**src/rtl/pp_pkg.sv**
```systemverilog
// pp_pkg: shared widths and constants for the partial-product summing pipeline.
package pp_pkg;
    localparam int PP_W       = 16;
    localparam int PIPE_DEPTH = 2;
    localparam int PP_SHIFT [4] = '{0, 2, 4, 6};
    localparam int CNT_W      = 16;
endpackage

```
**src/rtl/pp_add_stage.sv**
```systemverilog
// pp_add_stage: one registered modulo-2^W adder with a valid/ready handshake.
module pp_add_stage
    import pp_pkg::*;
#(
    parameter int W = PP_W
) (
    input  logic         clk,
    input  logic         clr,
    input  logic         in_valid,
    output logic         in_ready,
    input  logic [W-1:0] a,
    input  logic [W-1:0] b,
    output logic         out_valid,
    input  logic         out_ready,
    output logic [W-1:0] sum
);
    assign in_ready = !out_valid || out_ready;
    // When loading with in_valid low a bubble moves in, but the sum keeps its value
    always_ff @(posedge clk) begin
        if (clr) begin
            out_valid <= 1'b0;
            sum       <= '0;
        end else if (in_ready) begin
            out_valid <= in_valid;
            if (in_valid) sum <= a + b;
        end
    end
endmodule

```
**src/rtl/pp_sum_pipe.sv**
```systemverilog
// pp_sum_pipe: two-stage pipelined sum of four partial products into a signed 8x8 product.
// Optional transfer counter output prod_cnt is enabled with macro PP_SUM_CNT_EN.
module pp_sum_pipe
    import pp_pkg::*;
#(
    parameter int PP_W = pp_pkg::PP_W
) (
    input  logic            clk,
    input  logic            clr,
    input  logic            in_valid,
    output logic            in_ready,
    input  logic [PP_W-1:0] pp0,
    input  logic [PP_W-1:0] pp1,
    input  logic [PP_W-1:0] pp2,
    input  logic [PP_W-1:0] pp3,
    output logic            out_valid,
    input  logic            out_ready,
`ifdef PP_SUM_CNT_EN
    output logic [CNT_W-1:0] prod_cnt,
`endif
    output logic [PP_W-1:0] prod
);
    logic            v01, v23, r01, r23, s1_valid, s2_ready;
    logic [PP_W-1:0] s01, s23;
    // Both stage-1 adders share the handshake, so their valid/ready always agree
    assign s1_valid = v01 && v23;
    assign in_ready = r01 && r23;
    pp_add_stage #(.W(PP_W)) u_s01 (
        .clk, .clr, .in_valid, .in_ready(r01), .a(pp0), .b(pp1),
        .out_valid(v01), .out_ready(s2_ready), .sum(s01)
    );
    pp_add_stage #(.W(PP_W)) u_s23 (
        .clk, .clr, .in_valid, .in_ready(r23), .a(pp2), .b(pp3),
        .out_valid(v23), .out_ready(s2_ready), .sum(s23)
    );
    pp_add_stage #(.W(PP_W)) u_s2 (
        .clk, .clr, .in_valid(s1_valid), .in_ready(s2_ready), .a(s01), .b(s23),
        .out_valid, .out_ready, .sum(prod)
    );
`ifdef PP_SUM_CNT_EN
    always_ff @(posedge clk) begin
        if (clr) prod_cnt <= '0;
        else if (out_valid && out_ready) prod_cnt <= prod_cnt + 1'b1;
    end
`endif
endmodule

```
**config.mk**
```make
export PLATFORM = sky130hd
export DESIGN_NAME = pp_sum_pipe
export DESIGN_NICKNAME = d
export VERILOG_FILES = /design/src/rtl/pp_pkg.sv /design/src/rtl/pp_add_stage.sv /design/src/rtl/pp_sum_pipe.sv
export SDC_FILE = /design/constraint.sdc
export NUM_CORES = 1
export LEC_CHECK = 0
export CAP_MARGIN = 40
export CORE_ASPECT_RATIO = 2
export CORE_UTILIZATION = 45
export CTS_BUF_LIST = sky130_fd_sc_hd__clkbuf_8 sky130_fd_sc_hd__clkbuf_16
export CTS_CLUSTER_DIAMETER = 60
export DETAILED_ROUTE_END_ITERATION = 12
export PLACE_DENSITY = 0.73
export SLEW_MARGIN = 20
export SYNTH_ARGS = -nofsm -noshare
export SYNTH_HDL_FRONTEND = slang
export SYNTH_SLANG_ARGS = --single-unit
```
**constraint.sdc**
```tcl
create_clock -name clk -period 3.22 [get_ports clk]
set_input_delay 0.966 -clock clk [delete_from_list [all_inputs] [get_ports clk]]
set_output_delay 0.966 -clock clk [all_outputs]
set_load 0.02 [all_outputs]
```
==> flow_metrics.env, run 1 <==
export IMPL_cts_sinks=51
export IMPL_placedCellCount=695
export IMPL_die_y_um=136
export IMPL_die_area_sq_mm=0.00935
export IMPL_ios=86
export IMPL_pre_cts_slack_ps=-91.7
export IMPL_crit_end="in_ready"
export IMPL_startpoint_type="input pin"
export IMPL_stdcell_count=703
export IMPL_grt_max_degree=25
export IMPL_via_per_inst=6.06
export IMPL_clk_pin_slew_ps=60
export IMPL_syn_area_sq_mm=0.00403
export IMPL_ctsHtreeMaxLevel=2
export IMPL_numPortBuffers=85
export IMPL_remaining_drc_errors=0
export IMPL_first_global_vias=4047
export IMPL_firstDrtPassIters=5
export IMPL_hp_class="flip-flop to flip-flop"
export IMPL_synth_avg_cell_area_sq_um=7.76
export IMPL_gp_congestion=0.889
export IMPL_ant_nets=0
export IMPL_hp_start="u_s2.sum[3]"
export IMPL_yosysSeqAreaShare=0.254
export IMPL_setup_viol=0
export IMPL_crit_arrival_ps=2160
export IMPL_clock_latency_ps=290
export IMPL_fin_worst_skew_ps=4.28
export IMPL_synthArstFlopShare=0
export IMPL_worstMarginPinSlew_ps=753
export IMPL_placementRows=48
export IMPL_path_class="input pin to primary output"
export IMPL_holdWs_ps=451
export IMPL_netlist_instances=519
export IMPL_grt_setup_unrepaired="no"
export IMPL_grt_pass1_wl_mm=17.8
export IMPL_ys_seq_elements=51
export IMPL_hold_buffers=0
export IMPL_endpoint_kind="primary output"
export IMPL_period_needed_ps=3130
export IMPL_hold_path_depth=2
export IMPL_drive_above_1_share=0.0597
export IMPL_clk_path_buf_depth=2
export IMPL_r2r_slack_ps=650
export IMPL_syn_nets=635
export IMPL_crit_fanout=2
export IMPL_hpwl_mm=8.60
export IMPL_crit_start="out_ready"
export IMPL_hold_viol=0
export IMPL_core_area_sq_mm=0.00865
export IMPL_synthTopCellsByArea="dfxtp_1 25%, ha_1 14%, a21oi_1 8.1%"
export IMPL_synth_area_leader_cell="dfxtp_1"
export IMPL_drv_cap=0
export IMPL_nets=718
export IMPL_synthToLayoutAreaGrowth_pct=28.5
export IMPL_vdd_ir_drop_max_mv=0.220
export IMPL_antenna_found_initial=0
export IMPL_crit_required_ps=2250
export IMPL_slew_viol_final=0
export IMPL_status="completed"
export IMPL_ys_flop_type="dfxtp_1"
export IMPL_cts_tree="built"
export IMPL_cellLeakagePower_nw=2.14
export IMPL_power_total_mw=1.92
export IMPL_wl_per_cell_um=15.5
export IMPL_wirelength_mm=10.9
export IMPL_slew_headroom=0.498
export IMPL_post_cts_resized=0
export IMPL_postCtsSetupBuffers=0
export IMPL_setup_tns_ps=0
export IMPL_n_antenna_cell=0
export IMPL_power_density_mw_per_mm2=372
export IMPL_vias=4262
export IMPL_grt_ovfl_total=0
export IMPL_timing_rr_start="u_s01.sum[0]"
export IMPL_grtUsageTotal=0.247
export IMPL_ys_warn_count=0
export IMPL_start_util=0.465
export IMPL_cts_made_buffers=5
export IMPL_setup_ws_ps=92.3
export IMPL_die_w_um=68.9
export IMPL_cts_root_buf="clkbuf_16"
export IMPL_fmax_ghz=0.320
export IMPL_reg2reg_depth=8
export IMPL_rr_endpoint="u_s2.sum[12]"
export IMPL_synth_edff_count=0
export IMPL_synth_top_cell_area_share=0.254
export IMPL_first_iter_violations=232
export IMPL_min_period_over_period=0.971
export IMPL_ys_types=65
metrics by stage:
stage          area [sq um]  utilization
3_5_place_dp           5010        0.580
6_report               5170        0.598
4_1_cts                5170        0.598
3_3_place_gp           5010        0.580
2_1_floorplan          4030            -
5_1_grt                5170        0.598
critical path, cell delays in order:
cell	delay [ps]
clkdlybuf4s50_1	460
nor2b_1	50
o21ai_0	70
clkdlybuf4s50_1	620
where the power goes:
part,internal (mW),switching (mW)
sequential,0.679,0.0417
combinational,0.306,0.337
clock,0.328,0.233
total,1.31,0.611
worst min-delay path by stage:
stage                         endpoint  slack (ps)
after floorplan           u_s23.sum[3]         440
after global placement     u_s2.sum[6]         440
after detailed placement   u_s2.sum[3]         440
after CTS                  u_s2.sum[3]         450
after global routing       u_s2.sum[9]         480
final                      u_s2.sum[3]         450
registers in the layout, indices dropped and copies added, names as in the netlist:
signal and count:
u_s01.out_valid 1, u_s01.sum 16, u_s2.out_valid 1, u_s2.sum 16
u_s23.out_valid 1, u_s23.sum 16
cell usage after synthesis (5+ instances only):
cell      count
nand2_1      73
a21oi_1      65
dfxtp_1      51
ha_1         45
nor2_1       34
nand3_1      26
o21ai_0      19
clkbuf_1     18
xnor2_1      18
a21o_1       14
nor3_1       11
inv_1         9
a211oi_1      8
nand4_1       7
a31oi_1       6
and2_1        6
and3_1        6
nor2b_1       5
nor4_1        5
o21a_1        5
or3_1         5
routing by layer:
metal  share of wire  vias to the layer above  global-route usage
met5               0                        -                   0
met4           0.053                        0               0.146
met2            0.53                      156               0.442
met3           0.044                       42              0.0345
li1                -                     2087                   -
met1            0.37                     1977               0.258
layout make-up:
cell class	count	area (sq um)
clock inverter	1	3.75
multi-input combinational	433	2860
timing repair buffer	102	973
tap	100	125
sequential	51	1020
inverter	9	33.8
fill	798	3480
clock buffer	7	153
layout by cell type, fill, tap and decap left out, types with 5 or more instances in the layout:
master,n
buf_4,17
clkbuf_16,5
o21ai_0,19
a211oi_1,8
and2_1,6
a21oi_1,65
or3_1,5
inv_1,10
nand4_1,7
ha_1,45
xnor2_1,18
a21o_1,14
and3_1,6
nand2_1,73
nor2b_1,5
o21a_1,5
nand3_1,26
a31oi_1,6
nor3_1,11
clkdlybuf4s50_1,84
nor4_1,5
nor2_1,34
dfxtp_1,51
logic make-up after synthesis:
group                      synth area share
adders and majority gates             0.155
buffers and inverters                0.0354
muxes                               0.00280
xor gates and xnor gates             0.0457
AOI/OAI and AO/OA                     0.273
and+or+nand+nor                       0.235
DFF                                   0.254
Power figures use the tool's default switching activity.
==> run 2: changes to the inputs <==
- ABC_CLOCK_PERIOD_IN_PS: unset -> 4000
- PLACE_DENSITY: 0.73 -> 0.74
- clock period: 3.22 -> 4 ns (I/O delays scaled with it)
==> run 2 against run 1 <==
Against the previous run:
- worst setup slack improved by 300 ps
- wire length fell by 1.0%
- utilization fell by 0.49 points
- final cell count fell by 1.4%
- first-iteration DRC count fell by 20%
- combinational power fell by 21%
- design area fell by 0.82%
- clock power fell by 13%
- sequential power fell by 20%
- total power fell by 18%
==> flow_metrics.env, run 2 (synthesis results as in run 1) <==
export IMPL_status="completed"
export IMPL_globalRouteMet2Util=0.456
export IMPL_path_delay_family="buffers and inverters"
export IMPL_ios=86
export IMPL_cts_sinks=51
export IMPL_slew_viol_final=0
export IMPL_pre_cts_slack_ps=386
export IMPL_path_depth=4
export IMPL_grt_max_degree=35
export IMPL_slowest_delay_ps=630
export IMPL_r2r_slack_ps=1470
export IMPL_remaining_drc_errors=0
export IMPL_crit_required_ps=2800
export IMPL_hp_start="u_s2.sum[5]"
export IMPL_cts_root_buf="clkbuf_16"
export IMPL_numPortBuffers=85
export IMPL_hp_class="flip-flop to flip-flop"
export IMPL_crit_end="in_ready"
export IMPL_n_fill_cell=834
export IMPL_reg2reg_depth=8
export IMPL_clock_latency_ps=290
export IMPL_fin_worst_skew_ps=6.16
export IMPL_startpoint_type="input pin"
export IMPL_hold_buffers=0
export IMPL_endpoint_kind="primary output"
export IMPL_slew_headroom=0.575
export IMPL_crit_start="out_ready"
export IMPL_die_y_um=136
export IMPL_grtUsageTotal=0.245
export IMPL_globalRouteMet3Util=0.0202
export IMPL_grt_ovfl_total=0
export IMPL_die_area_sq_mm=0.00935
export IMPL_drv_cap=0
export IMPL_grt_pass1_wl_mm=17.6
export IMPL_top_regs="u_s01.sum x16, u_s2.sum x16, u_s23.sum x16"
export IMPL_cp_slowest_cell="clkdlybuf4s50_1"
export IMPL_placementRows=48
export IMPL_first_iter_violations=185
export IMPL_crit_path_cell_trace="clkdlybuf4s50_1 > nor2b_1 > o21ai_0 > clkdlybuf4s50_1"
export IMPL_cellLeakagePower_nw=2.10
export IMPL_antenna_found_initial=0
export IMPL_firstDrtPassIters=4
export IMPL_min_period_over_period=0.903
export IMPL_via_per_inst=5.98
export IMPL_wirelength_mm=10.8
export IMPL_postLayoutCoreUtil=0.593
export IMPL_final_cell_area_sq_mm=0.00513
export IMPL_worstMarginPinSlew_ps=637
export IMPL_ctsHtreeMaxLevel=2
export IMPL_cts_tree="built"
export IMPL_first_global_vias=4014
export IMPL_fmax_ghz=0.277
export IMPL_die_w_um=68.9
export IMPL_period_needed_ps=3610
export IMPL_vias=4147
export IMPL_placed_area_sq_mm=0.00496
export IMPL_setup_tns_ps=0
export IMPL_crit_fanout=2
export IMPL_postCtsSetupBuffers=0
export IMPL_ff_latch_area_sq_mm=0.00102
export IMPL_drive_above_1_share=0.0455
export IMPL_ant_nets=0
export IMPL_power_total_mw=1.58
export IMPL_crit_arrival_ps=2410
export IMPL_vdd_ir_drop_max_mv=0.204
export IMPL_synthToLayoutAreaGrowth_pct=27.4
export IMPL_setup_ws_ps=388
export IMPL_hold_viol=0
export IMPL_cts_made_buffers=5
export IMPL_hpwl_mm=8.64
export IMPL_timing_rr_start="u_s01.sum[0]"
export IMPL_multi_input_area_sq_mm=0.00286
export IMPL_critPathBufInv=2
export IMPL_clk_pin_slew_ps=70
export IMPL_wl_per_cell_um=15.6
export IMPL_power_density_mw_per_mm2=307
export IMPL_post_cts_resized=0
export IMPL_nets=708
export IMPL_crit_top_cell="clkdlybuf4s50_1"
export IMPL_setup_viol=0
export IMPL_layout_commonest_cell="clkdlybuf4s50_1"
export IMPL_path_class="input pin to primary output"
export IMPL_n_antenna_cell=0
export IMPL_rr_endpoint="u_s2.sum[12]"
export IMPL_gr_usage_met1=0.255
export IMPL_clk_path_buf_depth=2
export IMPL_layout_common_cells="84 x clkdlybuf4s50_1, 73 x nand2_1, 65 x a21oi_1, 51 x dfxtp_1, 45 x ha_1"
export IMPL_start_util=0.465
export IMPL_grt_setup_unrepaired="no"
export IMPL_core_area_sq_mm=0.00865
export IMPL_top_usage_layer="met2"
export IMPL_gp_congestion=0.916
run 2: changes by cell type in the layout (fill, tap and decap cells not counted), sizes merged:
cell    previous run  this run
buf               18         8
bufinv             0         1
clkbuf             7         5
clkinv             0         2
inv               10         9
run 2: worst min-delay path by stage:
| stage | end | cells past startpoint |
|---|---|---|
| after detailed placement | u_s2.sum[5] | 2 |
| after global placement | u_s2.sum[6] | 2 |
| after CTS | u_s2.sum[5] | 2 |
| final | u_s2.sum[5] | 2 |
| after floorplan | u_s23.sum[3] | 2 |
| after global routing | u_s2.sum[4] | 2 |
run 2: power by group:
| part | internal [mW] | total [mW] | switching (mW) |
|---|---|---|---|
| Combinational | 0.240 | 0.507 | 0.267 |
| Clock | 0.295 | 0.489 | 0.194 |
| Sequential | 0.547 | 0.580 | 0.0332 |
| Total | 1.08 | 1.58 | 0.495 |
run 2: area by class of cell:
class                   count  share of cell area
clock buffers               5              0.0244
clock inverters             3             0.00854
inverters                   9             0.00659
multi-input cells         433               0.558
flip-flops and latches     51               0.199
well taps                 100              0.0244
repair buffers             92               0.179
run 2: worst register-to-register path: stages, from the launching register on:
cell	delay [ps]
dfxtp_1	340
ha_1	230
fa_1	410
a21o_2	260
a311oi_2	380
o211ai_2	190
a211oi_1	260
mux2_2	360
nand2_1	60
run 2: layer usage:
layer | wire length (um) | part of all wire
met5 | 0 | 0
met1 | 4070 | 0.38
met2 | 5960 | 0.55
met4 | 527 | 0.049
met3 | 229 | 0.021
run 2: through the flow:
| step | instances | hold slack (ps) |
|---|---|---|
| 2_1_floorplan | 519 | 436 |
| 3_3_place_gp | 684 | 439 |
| 3_5_place_dp | 685 | 443 |
| 4_1_cts | 693 | 452 |
| 5_1_grt | 693 | 478 |
| 6_report | 693 | 450 |
